### src/rtl/ex_mem_stage_pkg.sv
// Shared types for the EX/MEM stage: datapath widths, sequencer state encoding,
// the pipeline register layout and the timeout-counter width helper.
package ex_mem_stage_pkg;
  localparam int DW          = 16;
  localparam int RW          = 3;
  localparam int TIMEOUT_DEF = 64;

  typedef enum logic {
    S_IDLE = 1'b0,
    S_WAIT = 1'b1
  } state_e;

  typedef struct packed {
    logic [DW-1:0] alu_out;
    logic [DW-1:0] r2;
    logic [DW-1:0] pc_add2;
    logic [DW-1:0] instr;
    logic [RW-1:0] w1_reg;
    logic          reg_en;
    logic          mem_en;
    logic          mem_wr;
    logic          halt;
  } pipe_t;

  // CNT_W for a given timeout: wide enough to hold TIMEOUT itself.
  function automatic int cnt_w(input int timeout);
    return $clog2(timeout + 1);
  endfunction
endpackage

### src/rtl/ex_mem_stage_mem_seq.sv
// Data-cache access sequencer: one request per memory op, waits for done,
// abandons the access after TIMEOUT stalled cycles.
module ex_mem_stage_mem_seq
  import ex_mem_stage_pkg::*;
#(
  parameter int TIMEOUT = TIMEOUT_DEF
) (
  input  logic clk,
  input  logic rst,
  input  logic mem_en_i,
  input  logic cache_done_i,
  output logic stall_o,
  output logic cache_req_o,
  output logic complete_o,
  output logic timeout_o
);
  localparam int CNT_W = cnt_w(TIMEOUT);

  state_e           state_q;
  logic             svc_q;
  logic [CNT_W-1:0] cnt_q;
  logic             pend;
  logic             is_wait;

  assign pend        = mem_en_i & ~svc_q;
  assign is_wait     = (state_q == S_WAIT);
  assign cache_req_o = pend & ~is_wait;
  assign complete_o  = pend & cache_done_i;
  assign stall_o     = pend & ~cache_done_i;
  // The idle miss cycle is counted too, so the total stall is TIMEOUT cycles.
  assign timeout_o   = is_wait & stall_o & (cnt_q == CNT_W'(TIMEOUT - 1));

  always_ff @(posedge clk or posedge rst) begin
    if (rst) begin
      state_q <= S_IDLE;
      svc_q   <= 1'b0;
      cnt_q   <= '0;
    end else begin
      if (!stall_o)        svc_q <= 1'b0;
      else if (complete_o) svc_q <= 1'b1;
      case (state_q)
        S_IDLE: begin
          if (stall_o) begin
            state_q <= S_WAIT;
            cnt_q   <= cnt_q + 1'b1;
          end
        end
        S_WAIT: begin
          if (complete_o || timeout_o) begin
            state_q <= S_IDLE;
            cnt_q   <= '0;
          end else begin
            cnt_q <= cnt_q + 1'b1;
          end
        end
        default: state_q <= S_IDLE;
      endcase
    end
  end
endmodule

### src/rtl/ex_mem_stage.sv
// EX/MEM pipeline register with bubble insert and data-cache sequencing;
// stall_out freezes upstream and this register while a miss is outstanding.
module ex_mem_stage
  import ex_mem_stage_pkg::*;
#(
  parameter int TIMEOUT = TIMEOUT_DEF
) (
  input  logic          clk,
  input  logic          rst,
  input  logic          flush,
  input  logic [DW-1:0] alu_out,
  input  logic [DW-1:0] r2_fwd,
  input  logic [RW-1:0] w1_reg_ID_EX,
  input  logic          reg_en_ID_EX,
  input  logic          mem_en_ID_EX,
  input  logic          mem_wr_ID_EX,
  input  logic          halt_ID_EX,
  input  logic [DW-1:0] pc_add2_ID_EX,
  input  logic [DW-1:0] instr_ID_EX,
  input  logic          cache_done,
  input  logic [DW-1:0] cache_rdata,
  output logic          cache_req,
  output logic          cache_wr,
  output logic [DW-1:0] cache_addr,
  output logic [DW-1:0] cache_wdata,
  output logic          stall_out,
  output logic [DW-1:0] alu_out_EX_MEM,
  output logic [DW-1:0] r2_EX_MEM,
  output logic [RW-1:0] w1_reg_EX_MEM,
  output logic          reg_en_EX_MEM,
  output logic          mem_en_EX_MEM,
  output logic          mem_wr_EX_MEM,
  output logic          halt_EX_MEM,
  output logic [DW-1:0] pc_add2_EX_MEM,
  output logic [DW-1:0] instr_EX_MEM,
  output logic [DW-1:0] mem_rdata_EX_MEM,
  output logic          mem_err
);
  pipe_t         pipe_q, pipe_d, pipe_in;
  logic [DW-1:0] rdata_q, rdata_d;
  logic          err_q, err_d;
  logic          load, complete, timeout;

  ex_mem_stage_mem_seq #(.TIMEOUT(TIMEOUT)) u_mem_seq (
    .clk         (clk),
    .rst         (rst),
    .mem_en_i    (pipe_q.mem_en),
    .cache_done_i(cache_done),
    .stall_o     (stall_out),
    .cache_req_o (cache_req),
    .complete_o  (complete),
    .timeout_o   (timeout)
  );

  assign load    = ~stall_out;
  assign pipe_in = '{alu_out: alu_out, r2: r2_fwd, pc_add2: pc_add2_ID_EX,
                     instr: instr_ID_EX, w1_reg: w1_reg_ID_EX, reg_en: reg_en_ID_EX,
                     mem_en: mem_en_ID_EX, mem_wr: mem_wr_ID_EX, halt: halt_ID_EX};

  always_comb begin
    pipe_d  = pipe_q;
    rdata_d = rdata_q;
    err_d   = err_q | timeout;
    if (load) begin
      pipe_d = flush ? '0 : pipe_in;
    end else if (timeout) begin
      // Abandoned access: the op must neither write back nor be re-issued.
      pipe_d.reg_en = 1'b0;
      pipe_d.mem_en = 1'b0;
    end
    if (complete && !pipe_q.mem_wr) rdata_d = cache_rdata;
  end

  always_ff @(posedge clk or posedge rst) begin
    if (rst) begin
      pipe_q  <= '0;
      rdata_q <= '0;
      err_q   <= 1'b0;
    end else begin
      pipe_q  <= pipe_d;
      rdata_q <= rdata_d;
      err_q   <= err_d;
    end
  end

  assign cache_wr         = pipe_q.mem_wr;
  assign cache_addr       = pipe_q.alu_out;
  assign cache_wdata      = pipe_q.r2;
  assign alu_out_EX_MEM   = pipe_q.alu_out;
  assign r2_EX_MEM        = pipe_q.r2;
  assign w1_reg_EX_MEM    = pipe_q.w1_reg;
  assign reg_en_EX_MEM    = pipe_q.reg_en;
  assign mem_en_EX_MEM    = pipe_q.mem_en;
  assign mem_wr_EX_MEM    = pipe_q.mem_wr;
  assign halt_EX_MEM      = pipe_q.halt;
  assign pc_add2_EX_MEM   = pipe_q.pc_add2;
  assign instr_EX_MEM     = pipe_q.instr;
  assign mem_rdata_EX_MEM = rdata_q;
  assign mem_err          = err_q;
endmodule

### config.mk
export PLATFORM = sky130hd
export DESIGN_NAME = ex_mem_stage
export DESIGN_NICKNAME = d
export VERILOG_FILES = /design/src/rtl/ex_mem_stage_pkg.sv /design/src/rtl/ex_mem_stage_mem_seq.sv /design/src/rtl/ex_mem_stage.sv
export SDC_FILE = /design/constraint.sdc
export NUM_CORES = 1
export LEC_CHECK = 0
export CORE_UTILIZATION = 31
export CTS_BUF_LIST = sky130_fd_sc_hd__clkbuf_2
export CTS_CLUSTER_SIZE = 8
export DETAILED_ROUTE_END_ITERATION = 7
export PLACE_DENSITY = 0.65
export SLEW_MARGIN = 20
export SYNTH_ARGS = -nofsm -noshare
export SYNTH_HDL_FRONTEND = slang
export SYNTH_SLANG_ARGS = --single-unit
export TNS_END_PERCENT = 10
### constraint.sdc
create_clock -name clk -period 5 [get_ports clk]
set_input_delay 0.5 -clock clk [delete_from_list [all_inputs] [get_ports clk]]
set_output_delay 0.5 -clock clk [all_outputs]
set_load 0.02 [all_outputs]
==> summary.md <==
| Metric | Value |
|---|---|
| Die Wd | roughly 120 um |
| # Post-CTS Setup Buffers | 0 |
| Total Wirelength | 10250 um |
| CP Data Arrival Time | 2.66 ns |
| Clock sinks | 97 |
| PortBufs | between 200 and 250 |
| Initial cell density of the core | 0.3178 |
| IO Count | between 200 and 250 |
| Pleak | approximately 2.6 nW |
| Sequential cell area | around 0.0024 sq mm |
| Fillers | between 1000 and 1500 |
| VDD IR-drop max | roughly 0.11 mV |
| Area contributors post-synth | dfrtp_1 (55%), nand2b_1 (9.9%), o21ai_0 (8.1%) |
| Status | completed |
| TritonCTS clock tree | done |
| Worst r2r src | u_mem_seq.svc_q$_DFFE_PP0P_ |
| TNS Setup | 0 ns |
| Worst-Skew Late Latency | slightly below 0.6 ns |
| Post-route DRC | 0 |
| First-pass iteration count of the detailed router | 4 |
| Detail Route Antenna Nets | 0 |
| Reg2Reg Capture Point | u_mem_seq.cnt_q[5]$_DFFE_PP0P_ |
| Area of the multi-input gates | 0.001536 sq mm |
| Share of the synthesized area in the top cell type | 0.5502 |
| Antenna diode count | 0 |
| Syn Inst Count | 432 |
| Setup Skew | 0.03549 ns |
| Drt initial violations | 144 |
| Cts hold-fix bufs | 0 |
| EDFF count, synth | 0 |
| R2R cell count | 6 |
| Worst min path class | in2async |
| Synthesized flop and latch total | 97 |
| Cell Rows | between 40 and 50 |
| Post-synth top area cell | dfrtp_1 |
| CP Max Fanout | 66 |
| Startpoint types | input port |
| Yosys cell types | 37 |
| Sequential-to-total area share from yosys stat | 0.5502 |
| CP peak stage delay | 0.73 ns |
| CTS max path bufs | 2 |
| CP bufs+invs | 3 |
| Cell area after synthesis | around 0.0044 sq mm |
| Most common cell in the synthesized netlist | dfrtp_1 |
| Total gr overflow | 0 |
| CP max-delay cell | clkdlybuf4s50_1 |
| Die Y | 121.3 um |
| Initial antenna violation count | 0 |
| DPL Wire Length | around 7300 um |
| Post-synth top cells | dfrtp_1 (97), nand2_1 (73), o21ai_0 (71), nand2b_1 (70), buf_4 (34) |
| Net count, final | roughly 700 |
| Max-slew violations | 0 |
| Via count | ~3500 |
| Largest net degree at the start of global routing | between 80 and 90 |
| Syn. warnings | 0 |
| WHS | 0.2225 ns |
| Final Hold Fails | 0 |
| Post-synth top flop | dfrtp_1 |
| Setup CP Type | in2out |
| Clk slew on worst S/H paths | around 0.27 ns |
| Cell Pwr Density | 290.0 mW/mm^2 |
| Synthesis-to-finish area growth | 46.77% |
| Vias in the first global route | around 3300 |
| Mapped Avg Cell Area | about 10 sq um |
| Ratio of cells with drive above 1 in the final layout | 0.06623 |
| H-Tree Depth | 3 |
| Kind of cell adding the most delay to the critical path | buffers and inverters |
| Top cell by count, worst path | clkdlybuf4s50_1 |
| Max-capacitance violation count | 0 |
| Slew margin rel. | 0.3700 |
| WP data required | around 4.5 ns |
| Critical-path cell list | clkdlybuf4s50_1 -> or3b_1 -> inv_4 -> clkdlybuf4s50_1 |
| CP endpoint kind | output port |
| Post-route minimum period | roughly 3.2 ns |
| DR vias/cell | around 4.4 |
| GP Congestion | a little under 0.8 |
| RSZ-0062 raised after global routing | false |
| Syn_nets | roughly 520 |
| Fmax | around 0.32 GHz |
| First-pass GRT wire length | 16220 um |
| Post-CTS sizing | 0 |
| WL per Instance | between 10 and 15 um |
| Reg2Reg Setup Slack | about 2.4 ns |
| Asr flop ratio synth | 1.000 |
| Worst-margin pin slew | roughly 0.94 ns |
| Clock buffer count from CTS | 9 |
| Final period util | 0.6319 |
| Die area | roughly 0.015 sq mm |
| Clock root buffer | clkbuf_2 |
| Overall Global Routing Usage | 0.1425 |
| Core area | ~0.014 sq mm |
| Final setup viols | 0 |
-- how the worst max path moves through the flow --
stage,startpoint,endpoint,slack (ns),cells past startpoint
floorplan,rst,alu_out_EX_MEM[0]$_DFFE_PP0P_,1.97,1
detailed placement,cache_done,u_mem_seq.cnt_q[3]$_DFFE_PP0P_,1.76,7
CTS,u_mem_seq.svc_q$_DFFE_PP0P_,stall_out,1.74,3
global placement,cache_done,u_mem_seq.cnt_q[5]$_DFFE_PP0P_,1.83,7
finish,cache_done,stall_out,1.84,4
global route,u_mem_seq.svc_q$_DFFE_PP0P_,stall_out,1.63,3
-- flip-flops by register name, summed over array words and instances (netlist names) --
signal / cells
cache_wr: 1
halt_EX_MEM: 1
u_mem_seq.svc_q: 1
mem_rdata_EX_MEM: 16
instr_EX_MEM: 16
cache_wdata: 16
pc_add2_EX_MEM: 16
w1_reg_EX_MEM: 3
u_mem_seq.cnt_q: 7
mem_err: 1
u_mem_seq.is_wait: 1
reg_en_EX_MEM: 1
alu_out_EX_MEM: 16
mem_en_EX_MEM: 1
-- cell usage in the layout (no fill, tap or decap), drive strengths merged, types with 2 or more instances in the layout --
cell and n:
nand2b 70, o22ai 2, nor4 2, clkdlybuf4s50 212, nor2 5, o32ai 2
o21ai 71, nand3 3, inv 6, clkbuf 9, clkinv 5, nor3b 2
nand2 73, dfrtp 97, a21oi 8, mux2 16, buf 3
-- per-stage QoR --
step	total power, mW	worst slack, ns	area, sq um	util	std cells
3_3_place_gp	1.509	1.833	6352	0.4576	768
5_1_grt	1.993	1.625	6475	0.4665	784
6_report	1.878	1.840	6475	0.4665	784
3_5_place_dp	1.519	1.762	6352	0.4576	768
4_1_cts	1.913	1.737	6469	0.4660	784
2_1_floorplan	1.246	1.966	4412	-	432
-- worst reg2reg max path, stage by stage (launching register included) --
cell and delay [ns]:
dfrtp_1 0.42, or3b_1 0.49, inv_4 0.46, buf_4 0.65, a21o_4 0.20, a21oi_1 0.08
a311oi_2 0.25
-- metal layers --
metal,vias up,track usage,part of all wire
met3,10,0.04417,0.086
met5,-,0,0
li1,1711,-,-
met4,0,0.06173,0.015
met1,1595,0.1716,0.42
met2,138,0.2333,0.48
-- cell type report --
| type | instances | share of cell area |
|---|---|---|
| timing repair buffer | 215 | 0.3308 |
| clock inverter | 7 | 0.01101 |
| clock buffer | 9 | 0.006957 |
| inverter | 6 | 0.004251 |
| tap | 180 | 0.03478 |
| multi-input combinational | 270 | 0.2373 |
| sequential | 97 | 0.3749 |
-- logic make-up (layout without fill, tap and decap cells) --
group | count (synthesis) | after routing | synth area share
compound gates | 89 | 89 | 0.1112
simple gates | 162 | 162 | 0.1889
flops | 97 | 97 | 0.5502
fa+ha+maj | 1 | 1 | 0.002836
mux | 17 | 17 | 0.04311
other cells | 1 | 1 | 0.0008500
buf+inv | 65 | 237 | 0.1029
-- report_power, final --
group	switching, mW	internal, mW	leakage, nW
registers	0.0707	0.876	1.24
clock network	0.262	0.115	0.0672
logic	0.257	0.297	1.29
No activity file was read; power rests on OpenSTA's default activity.
